[config.mk]
export PLATFORM = sky130hd
export DESIGN_NAME = trap_sequencer
export DESIGN_NICKNAME = d
export VERILOG_FILES = /design/src/rtl/trap_sequencer.sv
export SDC_FILE = /design/constraint.sdc
export NUM_CORES = 1
export LEC_CHECK = 0
export CORE_AREA = 2 2 121 123
export CTS_CLUSTER_SIZE = 24
export DETAILED_ROUTE_END_ITERATION = 8
export DIE_AREA = 0 0 123 125
export PLACE_DENSITY = 0.85
export SETUP_SLACK_MARGIN = 0.1
export SLEW_MARGIN = 20
export SYNTH_ARGS = -nofsm -noshare
export SYNTH_HDL_FRONTEND = slang
export SYNTH_SLANG_ARGS = --single-unit
[constraint.sdc]
create_clock -name clk -period 3.47 [get_ports clk]
set_clock_uncertainty 0.2 [all_clocks]
set_input_delay 0.5205 -clock clk [delete_from_list [all_inputs] [get_ports clk]]
set_output_delay 0.5205 -clock clk [all_outputs]
set_load 0.02 [all_outputs]
[src/rtl/trap_sequencer.sv]
// Machine-mode trap/return sequencer: arbitrates exception, interrupt and MRET
// requests, then walks the CSR write port through a fixed save sequence and redirects the PC.
module trap_sequencer #(
  parameter int XLEN = 32
) (
  input  logic            clk,
  input  logic            rst,
  input  logic            exc_req_i,
  input  logic [XLEN-1:0] exc_cause_i,
  input  logic [XLEN-1:0] exc_tval_i,
  input  logic [XLEN-1:0] pc_i,
  input  logic            mret_i,
  input  logic [2:0]      irq_i,
  input  logic [XLEN-1:0] mstatus_i,
  input  logic [XLEN-1:0] mie_i,
  input  logic [XLEN-1:0] mtvec_i,
  input  logic [XLEN-1:0] mepc_i,
  output logic            csr_we_o,
  output logic [11:0]     csr_addr_o,
  output logic [XLEN-1:0] csr_wdata_o,
  output logic            stall_o,
  output logic            trap_ack_o,
  output logic            redirect_valid_o,
  output logic [XLEN-1:0] redirect_pc_o,
  output logic [2:0]      dbg_state_o
);

  typedef enum logic [2:0] {
    S_IDLE, S_SAVE_EPC, S_SAVE_CAUSE, S_SAVE_TVAL,
    S_UPD_STATUS, S_MRET_STATUS, S_REDIRECT
  } state_e;

  state_e          state_q, state_d;
  logic [XLEN-1:0] pc_q, pc_d, cause_q, cause_d, tval_q, tval_d;
  logic            is_irq_q, is_irq_d, is_mret_q, is_mret_d;

  // irq_i is {MEI, MTI, MSI}; service order is MEI, then MSI, then MTI.
  logic [2:0] irq_en;
  logic       irq_take;
  logic [3:0] irq_code;
  logic [XLEN-1:0] vec_base;

  assign irq_en   = irq_i & {mie_i[11], mie_i[7], mie_i[3]} & {3{mstatus_i[3]}};
  assign irq_take = |irq_en;
  assign vec_base = {mtvec_i[XLEN-1:2], 2'b00};
  assign dbg_state_o = state_q;

  always_comb begin
    irq_code = 4'd0;
    if (irq_en[2])      irq_code = 4'd11;
    else if (irq_en[0]) irq_code = 4'd3;
    else if (irq_en[1]) irq_code = 4'd7;
  end

  always_ff @(posedge clk) begin
    if (rst) begin
      state_q   <= S_IDLE;
      pc_q      <= '0;
      cause_q   <= '0;
      tval_q    <= '0;
      is_irq_q  <= 1'b0;
      is_mret_q <= 1'b0;
    end else begin
      state_q   <= state_d;
      pc_q      <= pc_d;
      cause_q   <= cause_d;
      tval_q    <= tval_d;
      is_irq_q  <= is_irq_d;
      is_mret_q <= is_mret_d;
    end
  end

  always_comb begin
    state_d          = state_q;
    pc_d             = pc_q;
    cause_d          = cause_q;
    tval_d           = tval_q;
    is_irq_d         = is_irq_q;
    is_mret_d        = is_mret_q;
    csr_we_o         = 1'b0;
    csr_addr_o       = 12'h000;
    csr_wdata_o      = '0;
    stall_o          = 1'b0;
    trap_ack_o       = 1'b0;
    redirect_valid_o = 1'b0;
    redirect_pc_o    = '0;

    // Outputs are held quiet while reset is asserted so nothing escapes a mid-sequence reset.
    if (!rst) begin
      unique case (state_q)
        S_IDLE: begin
          if (exc_req_i) begin
            trap_ack_o = 1'b1;
            pc_d       = pc_i;
            cause_d    = exc_cause_i;
            tval_d     = exc_tval_i;
            is_irq_d   = 1'b0;
            is_mret_d  = 1'b0;
            state_d    = S_SAVE_EPC;
          end else if (irq_take) begin
            trap_ack_o = 1'b1;
            pc_d       = pc_i;
            cause_d    = {1'b1, {(XLEN-5){1'b0}}, irq_code};
            tval_d     = '0;
            is_irq_d   = 1'b1;
            is_mret_d  = 1'b0;
            state_d    = S_SAVE_EPC;
          end else if (mret_i) begin
            trap_ack_o = 1'b1;
            is_irq_d   = 1'b0;
            is_mret_d  = 1'b1;
            state_d    = S_MRET_STATUS;
          end
        end
        S_SAVE_EPC: begin
          stall_o     = 1'b1;
          csr_we_o    = 1'b1;
          csr_addr_o  = 12'h341;
          csr_wdata_o = {pc_q[XLEN-1:2], 2'b00};
          state_d     = S_SAVE_CAUSE;
        end
        S_SAVE_CAUSE: begin
          stall_o     = 1'b1;
          csr_we_o    = 1'b1;
          csr_addr_o  = 12'h342;
          csr_wdata_o = cause_q;
          state_d     = S_SAVE_TVAL;
        end
        S_SAVE_TVAL: begin
          stall_o     = 1'b1;
          csr_we_o    = 1'b1;
          csr_addr_o  = 12'h343;
          csr_wdata_o = tval_q;
          state_d     = S_UPD_STATUS;
        end
        S_UPD_STATUS: begin
          stall_o            = 1'b1;
          csr_we_o           = 1'b1;
          csr_addr_o         = 12'h300;
          csr_wdata_o        = mstatus_i;
          csr_wdata_o[7]     = mstatus_i[3];
          csr_wdata_o[3]     = 1'b0;
          csr_wdata_o[12:11] = 2'b11;
          state_d            = S_REDIRECT;
        end
        S_MRET_STATUS: begin
          stall_o            = 1'b1;
          csr_we_o           = 1'b1;
          csr_addr_o         = 12'h300;
          csr_wdata_o        = mstatus_i;
          csr_wdata_o[3]     = mstatus_i[7];
          csr_wdata_o[7]     = 1'b1;
          csr_wdata_o[12:11] = 2'b11;
          state_d            = S_REDIRECT;
        end
        S_REDIRECT: begin
          stall_o          = 1'b1;
          redirect_valid_o = 1'b1;
          if (is_mret_q)
            redirect_pc_o = {mepc_i[XLEN-1:2], 2'b00};
          else if (is_irq_q && mtvec_i[1:0] == 2'b01)
            redirect_pc_o = vec_base + {{(XLEN-6){1'b0}}, cause_q[3:0], 2'b00};
          else
            redirect_pc_o = vec_base;
          state_d = S_IDLE;
        end
        default: state_d = S_IDLE;
      endcase
    end
  end

endmodule
==> flow_summary.ini, run 1 <==
[power]
p_sw_w = 0.00193
ir_worst_vdd_uv = 406
seqPwrFrac_pct = 33.0
power_frac_comb_pct = 46.6
power_frac_clock_pct = 20.4
power_density_nw_per_um2 = 538
p_int_w = 0.00287
p_leak_nw = 3.44
total_power_w = 0.00480
sw_frac_of_total_pct = 40.2

[final_layout]
insertedDiodeCount = 0
drive_gt1_share_pct = 16.1
nNetsFinal = 1180
fin_cells = 1130
final_area_um2 = 8920
areaGrowthSynthToFinish_pct = 69.2

[die]
die_w_um = 123
num_io_pins = 314
die_area_um2 = 15400
core-area_um2 = 14200
initial_core_util_pct = 37.1
rows = 44
die_y_um = 125

[drt]
vias_per_cell = 5.54
vias = 6260
drtIter0Drc = 388
first_pass_iters = 5
drc = 0
wl_per_cell_um = 19.0
wirelength_um = 21500
ant_nets = 0

[worst_setup_path]
required_ps = 2750
crit_path_end_kind = output pin
worst_setup_path_start_kind = input pin
cp.arrival_ps = 2610
cp_max_fo = 16
timing_worst_setup_path_type = in2out

[logic_synthesis]
postSynthAreaPerCell_um2 = 8.07
async_flop_share_pct = 0
yosysTopAreaCell = dfxtp_1
syn_inst = 653
synthFlopType = dfxtp_1
synth_cell_types = 46
synthTopCellsByArea = dfxtp_1 38%, a22o_1 10%, a21oi_1 8.7%
yosysWarnings = 0
netlist_area_um2 = 5270
ys_seq_area_share_pct = 37.6
synth_top_area_share_pct = 37.6
synth_edf_count = 0
yosys_register_bits = 99

[timing]
finalMaxSlewViolations = 0
timing.slew.headroom_pct = 43.8
tightest_slew_ps = 842
setup_viol = 0
post-route-min-period_ps = 3330
tns_ps = 0
finalHoldViolations = 0
fmax_ghz = 0.300
rsz0062_at_grt = true
layout_setup_ws_ps = 137
timing.final.crit_share_pct = 96.1

[grt]
grt_pass1_vias = 6162
grt_pass1_wl_um = 31900
grtUsageTotal_pct = 26.5
antenna_found_initial = 0
grt_overflow_total = 0
grt_max_degree = 60

[place]
finalWeightedCongestion = 0.911
portBuffers = 269
dp_cells = 1111
dpl.hpwl_um = 15800
post-place-ws_ps = -602
dpl_cell_area_um2 = 8450

[clock_network]
htreeDepth = 3
clock_latency_ps = 350
cts_tree = built
clock_tree.root_cell = clkbuf_16
ctsHoldBuffers = 0
cts.sinks = 99
clk_pin_slew_ps = 70
cts_buffer_depth = 2
cts_buffers = 9

[flow_run]
cap_violations = 0

[outcome]
status = finished clean

[hold_path]
min_path_type = reg2reg
[stage by stage]
step	utilization [%]	hold WS, ps
2_1_floorplan	-	233
3_3_place_gp	59.5	242
3_5_place_dp	59.5	244
4_1_cts	62.3	254
5_1_grt	62.8	269
6_report	62.8	255
[routing by layer]
metal	global-route usage [%]	vias to the layer above	part of all wire (%)
li1	-	2966	-
met1	29.6	2911	37
met2	45.9	334	49
met3	8.85	49	10
met4	10.4	0	3.5
met5	0	-	0
[worst paths after layout]
kind                        from           endpoint  slack (ps)  depth (start not counted)
setup / recovery      mtvec_i[1]  redirect_pc_o[27]         140                          8
hold / removal           pc_q[7]            pc_q[7]         250                          2
setup reg to reg  dbg_state_o[0]           pc_q[11]        1250                          7
hold reg to reg          pc_q[7]            pc_q[7]         250                          2
[flip-flops by register name, summed over array words and instances (netlist names)]
signal and count:
pc_q 30, is_irq_q 1, is_mret_q 1, cause_q 32
dbg_state_o 3, tval_q 32
[cells in the final DEF, fill, tap and decap left out, types with 3 or more instances in the layout]
cell type	n
a211oi_1	6
a21oi_1	88
a21oi_2	3
a22o_1	60
a22oi_1	58
and3_1	7
and4_1	3
buf_12	3
buf_2	14
buf_4	69
clkbuf_16	9
clkdlybuf4s15_2	7
clkdlybuf4s50_1	226
conb_1	9
dfxtp_1	97
dlygate4sd2_1	10
dlymetal6s2s_1	5
ha_1	4
inv_1	14
nand2_1	76
nand3_1	9
nand4_1	5
nor2_1	24
nor3_1	13
nor3_2	3
nor4_2	5
o21ai_0	30
or3_4	3
xnor2_1	20
xor2_1	7
[layout make-up]
cell class              count  area (µm²)
well taps                 184         230
clock inverters             7        57.6
multi-input cells         480        3210
fillers                  1195        5280
flip-flops and latches     99        1980
clock buffers               9         225
inverters                  15        56.3
repair buffers            336        3160
[cells in the mapped netlist, types with 9 or more instances]
| master | n |
|---|---|
| nand2_1 | 76 |
| buf_4 | 10 |
| xnor2_1 | 20 |
| a22o_1 | 60 |
| nor4_1 | 9 |
| a21oi_1 | 92 |
| nor2_1 | 27 |
| clkbuf_1 | 48 |
| a22oi_1 | 58 |
| nor3_1 | 17 |
| dfxtp_1 | 99 |
| inv_1 | 14 |
| o21ai_0 | 31 |
| nand3_1 | 9 |
[critical path, cell delays in order]
cell             delay (ps)
clkdlybuf4s50_1         420
nand3b_4                170
or3_4                   370
buf_4                   230
nor4_2                  340
xnor2_1                 110
a21oi_1                 160
clkdlybuf4s15_2         280
[power groups by stage]
stage	sequential [W]	clock [W]	combinational, W
floorplan	0.00154	0	0.00122
global placement	0.00159	0	0.00211
detailed placement	0.00160	0	0.00215
CTS	0.00158	0.000987	0.00220
global route	0.00162	0.00104	0.00240
finish	0.00158	0.000978	0.00223
[kinds of logic (layout without fill, tap and decap cells)]
kind of cell / Yosys count / count (layout) / synth area share [%]
xor+xnor: 27 / 27 / 4.49
mux: 2 / 2 / 0.403
simple gates: 169 / 169 / 15.2
flops: 99 / 99 / 37.6
compound gates: 265 / 265 / 33.5
other cells: 1 / 9 / 0.0711
buf+inv: 82 / 367 / 6.72
fa+ha+maj: 8 / 8 / 2.04
[timing repair]
action                                 CTS  global route
endpoints found under the hold margin    0             0
setup endpoints to repair               29            27
resized for setup                      137            19
pin swaps                               12             3
setup buffers                            2             0
Power figures use the tool's default switching activity.
==> inputs of run 2 (changes only) <==
- MAX_ROUTING_LAYER: default -> met4
==> run 2 against run 1 <==
  * Non-clock buffer count stayed put
  * Worst hold slack hardly changed
  * Critical path depth is the same
  * First-iteration DRC count up 7.5%
  * Maximum frequency grew 0.24%
  * Sequential share of layout area unchanged
  * Sequential power about the same
  * Final area unchanged
  * Clock-buffer cell count did not move
  * Combinational power is essentially flat
==> flow_summary.ini, run 2 (synthesis gave the netlist of run 1 again) <==
[clock_network]
clock_tree.root_cell = clkbuf_16
cts_tree = built
cts.sinks = 99
cts_buffer_depth = 2
clk_pin_slew_ps = 70
cts_buffers = 9
clock_latency_ps = 350
htreeDepth = 3

[die]
die_area_um2 = 15400
die_w_um = 123
rows = 44
die_y_um = 125
num_io_pins = 314
initial_core_util_pct = 37.1
core-area_um2 = 14200

[final_layout]
fin_cells = 1130
final_area_um2 = 8920
areaGrowthSynthToFinish_pct = 69.2
final_common_cell = clkdlybuf4s50_1
nNetsFinal = 1180
utilization_pct = 62.8
insertedDiodeCount = 0
layout_common_cells = 226 x clkdlybuf4s50_1, 97 x dfxtp_1, 88 x a21oi_1, 76 x nand2_1, 69 x buf_4
reg_top3 = cause_q x32, tval_q x32, pc_q x30
drive_gt1_share_pct = 16.1

[power]
ir_worst_vdd_uv = 405
power_density_nw_per_um2 = 538
p_leak_nw = 3.44

[worst_setup_path]
cp.depth = 8
required_ps = 2750
cp.arrival_ps = 2600
worst_setup_path_start_kind = input pin
critical-path-slowest-cell = clkdlybuf4s50_1
worstPathCellList = clkdlybuf4s50_1 -> nand3b_4 -> or3_4 -> buf_4 -> nor4_2 -> xnor2_1 -> a21oi_1 -> clkdlybuf4s15_2
path_delay_family = buffers and inverters
ff2ff_path_depth = 7
crit_path_end_kind = output pin
timing_worst_setup_path_type = in2out
cp_max_fo = 16
path_buf_inv = 3
max_stage_delay_ps = 420

[place]
post-place-ws_ps = -602
dp_cells = 1111
dpl_cell_area_um2 = 8450
finalWeightedCongestion = 0.927
dpl.hpwl_um = 15800
portBuffers = 269

[hold_path]
holdPathStages = 2
min_path_type = reg2reg

[drt]
wl_per_cell_um = 19.0
ant_nets = 0
vias = 6304
vias_per_cell = 5.58
first_pass_iters = 5
drtIter0Drc = 417
wirelength_um = 21500
drc = 0

[grt]
grt_max_degree = 60
grt_pass1_vias = 6168
grtUsageMet3_pct = 7.16
grtUsageMet1_pct = 30.7
met2_usage_pct = 45.7
grt_overflow_total = 0
antenna_found_initial = 0
grtUsageTotal_pct = 27.3
grt_pass1_wl_um = 31900
grt_busiest_layer = met2

[timing]
timing.final.crit_share_pct = 95.8
tightest_slew_ps = 831
finalMaxSlewViolations = 0
fmax_ghz = 0.301
whs_ps = 255
rsz0062_at_grt = true
setup_viol = 0
layout_setup_ws_ps = 145
finalHoldViolations = 0
post-route-min-period_ps = 3330
timing.slew.headroom_pct = 44.5

[outcome]
status = finished clean

[flow_run]
cap_violations = 0
## run 2: repair_timing
item,CTS,global route
endpoints found under the setup margin,29,28
hold endpoints to repair,0,0
gates cloned,0,0
hold buffers,0,0
pin swaps,12,3
buffers inserted,2,0
resized for setup,137,19
## run 2: worst paths after layout
| path | startpoint | endpoint | slack (ps) |
|---|---|---|---|
| worst min register to register | pc_q[7] | pc_q[7] | 260 |
| worst max register to register | dbg_state_o[0] | pc_q[11] | 1260 |
| worst max-delay path | mtvec_i[1] | redirect_pc_o[27] | 140 |
| worst min-delay path | pc_q[7] | pc_q[7] | 260 |
## run 2: tightest hold or removal path: cells and delay by family (launching register included)
kind	cells	cell delay, ps
and+or+nand+nor	1	50
DFF	1	310
AOI/OAI and AO/OA	1	50
## run 2: final cells by class
cell class / instances / area (µm²)
fill: 1195 / 5280
multi-input combinational: 480 / 3210
timing repair buffer: 336 / 3160
sequential: 99 / 1980
tap: 184 / 230
clock buffer: 9 / 225
clock inverter: 7 / 57.6
inverter: 15 / 56.3
## run 2: report_power, final
part | total (W) | leakage (nW) | switching, W | internal [W]
Sequential | 0.00159 | 0.812 | 0.000188 | 0.00140
Clock | 0.000976 | 0.140 | 0.000477 | 0.000500
Combinational | 0.00223 | 2.49 | 0.00126 | 0.000969
Total | 0.00480 | 3.44 | 0.00193 | 0.00287
## run 2: routing by layer
| metal | up-vias | part of all wire (%) |
|---|---|---|
| met5 | - | 0 |
| met4 | 0 | 3.5 |
| met3 | 52 | 10 |
| met2 | 357 | 49 |
| met1 | 2928 | 37 |
| li1 | 2967 | - |
## run 2: through the flow
| step | total power [W] | setup TNS (ps) |
|---|---|---|
| after global placement | 0.00370 | -10280 |
| after floorplan | 0.00276 | 0 |
| after global routing | 0.00506 | 0 |
| after detailed placement | 0.00375 | -11640 |
| after CTS | 0.00476 | 0 |
| final | 0.00480 | 0 |
==> inputs of run 3 (changes only) <==
- clock period: 3.47 -> 3.1 ns (I/O delays scaled with it)
==> run 3 against run 2 <==
  * Clock power grew 17%
  * Flip-flop and latch count is the same
  * Power grew 18%
  * Via count grew 3.8%
  * Highest routed layer unchanged
  * Sequential share of layout area shrank 0.75 points
  * Non-clock buffer count grew 28
  * Sequential power grew 11%
==> flow_summary.ini, run 3 (synthesis gave the netlist of run 1 again) <==
[worst_setup_path]
crit_path_end_kind = output pin
timing_worst_setup_path_type = in2out
cp_max_fo = 3
worst_setup_path_start_kind = input pin
cp_common_cell = buf_4
required_ps = 2430
cp.arrival_ps = 2420
worstPathCellList = clkdlybuf4s15_2 -> nand4_1 -> buf_4 -> buf_4 -> buf_4 -> buf_4 -> buf_4 -> nor3_2 -> nand3_1 -> xor2_1 -> a21oi_1 -> buf_2
critical-path-slowest-cell = nor3_2
path_delay_family = buffers and inverters
path_buf_inv = 7
max_stage_delay_ps = 210

[final_layout]
reg_top3 = cause_q x32, tval_q x32, pc_q x30
layout_common_cells = 183 x clkdlybuf4s50_1, 94 x dfxtp_1, 92 x buf_4, 88 x a21oi_1, 76 x nand2_1
areaGrowthSynthToFinish_pct = 75.9
final_common_cell = clkdlybuf4s50_1
drive_gt1_share_pct = 20.6
nNetsFinal = 1208

[grt]
grt_pass1_wl_um = 33300
grt_overflow_total = 0
antenna_found_initial = 2
grt_max_degree = 60
grtUsageTotal_pct = 28.6
grt_pass1_vias = 6419

[clock_network]
cts.sinks = 99
cts_buffers = 9
clock_tree.root_cell = clkbuf_16
clk_pin_slew_ps = 70
cts_tree = built
ctsHoldBuffers = 0
clock_latency_ps = 340
cts_buffer_depth = 2
htreeDepth = 3

[timing]
timing.final.crit_share_pct = 99.6
tightest_slew_ps = 551
whs_ps = 262
timing.slew.headroom_pct = 63.3
finalHoldViolations = 0
rsz0062_at_grt = true
post-route-min-period_ps = 3090
setup_viol = 0
tns_ps = 0
finalMaxSlewViolations = 0
fmax_ghz = 0.324

[power]
p_int_w = 0.00343
power_frac_clock_pct = 20.2
power_frac_comb_pct = 48.7
sw_frac_of_total_pct = 39.3
p_sw_w = 0.00222
power_density_nw_per_um2 = 609
total_power_w = 0.00565
seqPwrFrac_pct = 31.1
ir_worst_vdd_uv = 435
p_leak_nw = 3.82

[die]
die_y_um = 125
num_io_pins = 314
core-area_um2 = 14200
initial_core_util_pct = 37.1
die_w_um = 123
die_area_um2 = 15400
rows = 44

[flow_run]
cap_violations = 0

[drt]
wl_per_cell_um = 19.8
wirelength_um = 22900
vias = 6542
ant_nets = 0
first_pass_iters = 6
drc = 0
vias_per_cell = 5.64
drtIter0Drc = 453

[hold_path]
min_path_type = reg2reg

[place]
finalWeightedCongestion = 0.910
dpl.hpwl_um = 16000
portBuffers = 269

[outcome]
status = finished clean
## run 3: worst reg2reg max path: cells and delay by family, from the launching register on
family | cells | cell delay [ps]
buffers and inverters | 3 | 630
and+or+nand+nor | 3 | 650
AOI/OAI and AO/OA | 1 | 250
DFF | 1 | 320
## run 3: repair_timing
action	4_1_cts	5_1_grt
endpoints found under the setup margin	62	34
setup buffers	10	3
pin swaps	26	21
cloned	1	1
gates resized for setup	222	41
## run 3: path summary, 6_finish.rpt
path | cells after the start | slack, ps | startpoint | to
setup / recovery | 12 | 10 | mtvec_i[9] | redirect_pc_o[14]
hold / removal | 2 | 260 | pc_q[5] | pc_q[5]
setup reg to reg | 7 | 1000 | dbg_state_o[0] | cause_q[16]
hold reg to reg | 2 | 260 | pc_q[5] | pc_q[5]
## run 3: routing by layer
| metal | track usage, % | vias to the layer above | part of all wire, % |
|---|---|---|---|
| li1 | - | 3021 | - |
| met1 | 30.8 | 3109 | 38 |
| met2 | 47.7 | 353 | 49 |
| met3 | 7.53 | 59 | 9.8 |
| met4 | 15.0 | 0 | 3.7 |
| met5 | - | - | 0 |
## run 3: layout make-up
class	instances	area [µm²]
Antenna cell	2	5.00
Tap cell	184	230
Fill cell	1168	4930
Inverter	15	56.3
Clock inverter	5	61.3
Sequential cell	99	1990
Timing Repair Buffer	364	3370
Clock buffer	10	239
Multi-Input combinational cell	480	3320
## run 3: power groups by stage
stage | Clock, W | Combinational [W] | Sequential, W
4_1_cts | 0.00115 | 0.00263 | 0.00175
6_report | 0.00114 | 0.00275 | 0.00176
5_1_grt | 0.00120 | 0.00294 | 0.00179
3_5_place_dp | 0 | 0.00257 | 0.00175
2_1_floorplan | 0 | 0.00136 | 0.00173
3_3_place_gp | 0 | 0.00253 | 0.00175
## run 3: through the flow
step                setup slack, ps  utilization [%]  instance area (µm²)  std cells
finish                         12.6             65.3                 9280       1159
global route                  -66.4             65.3                 9280       1159
CTS                            71.1             64.4                 9150       1153
detailed placement             -873             60.7                 8620       1127
global placement               -847             60.7                 8620       1127
floorplan                       111                -                 5300        661
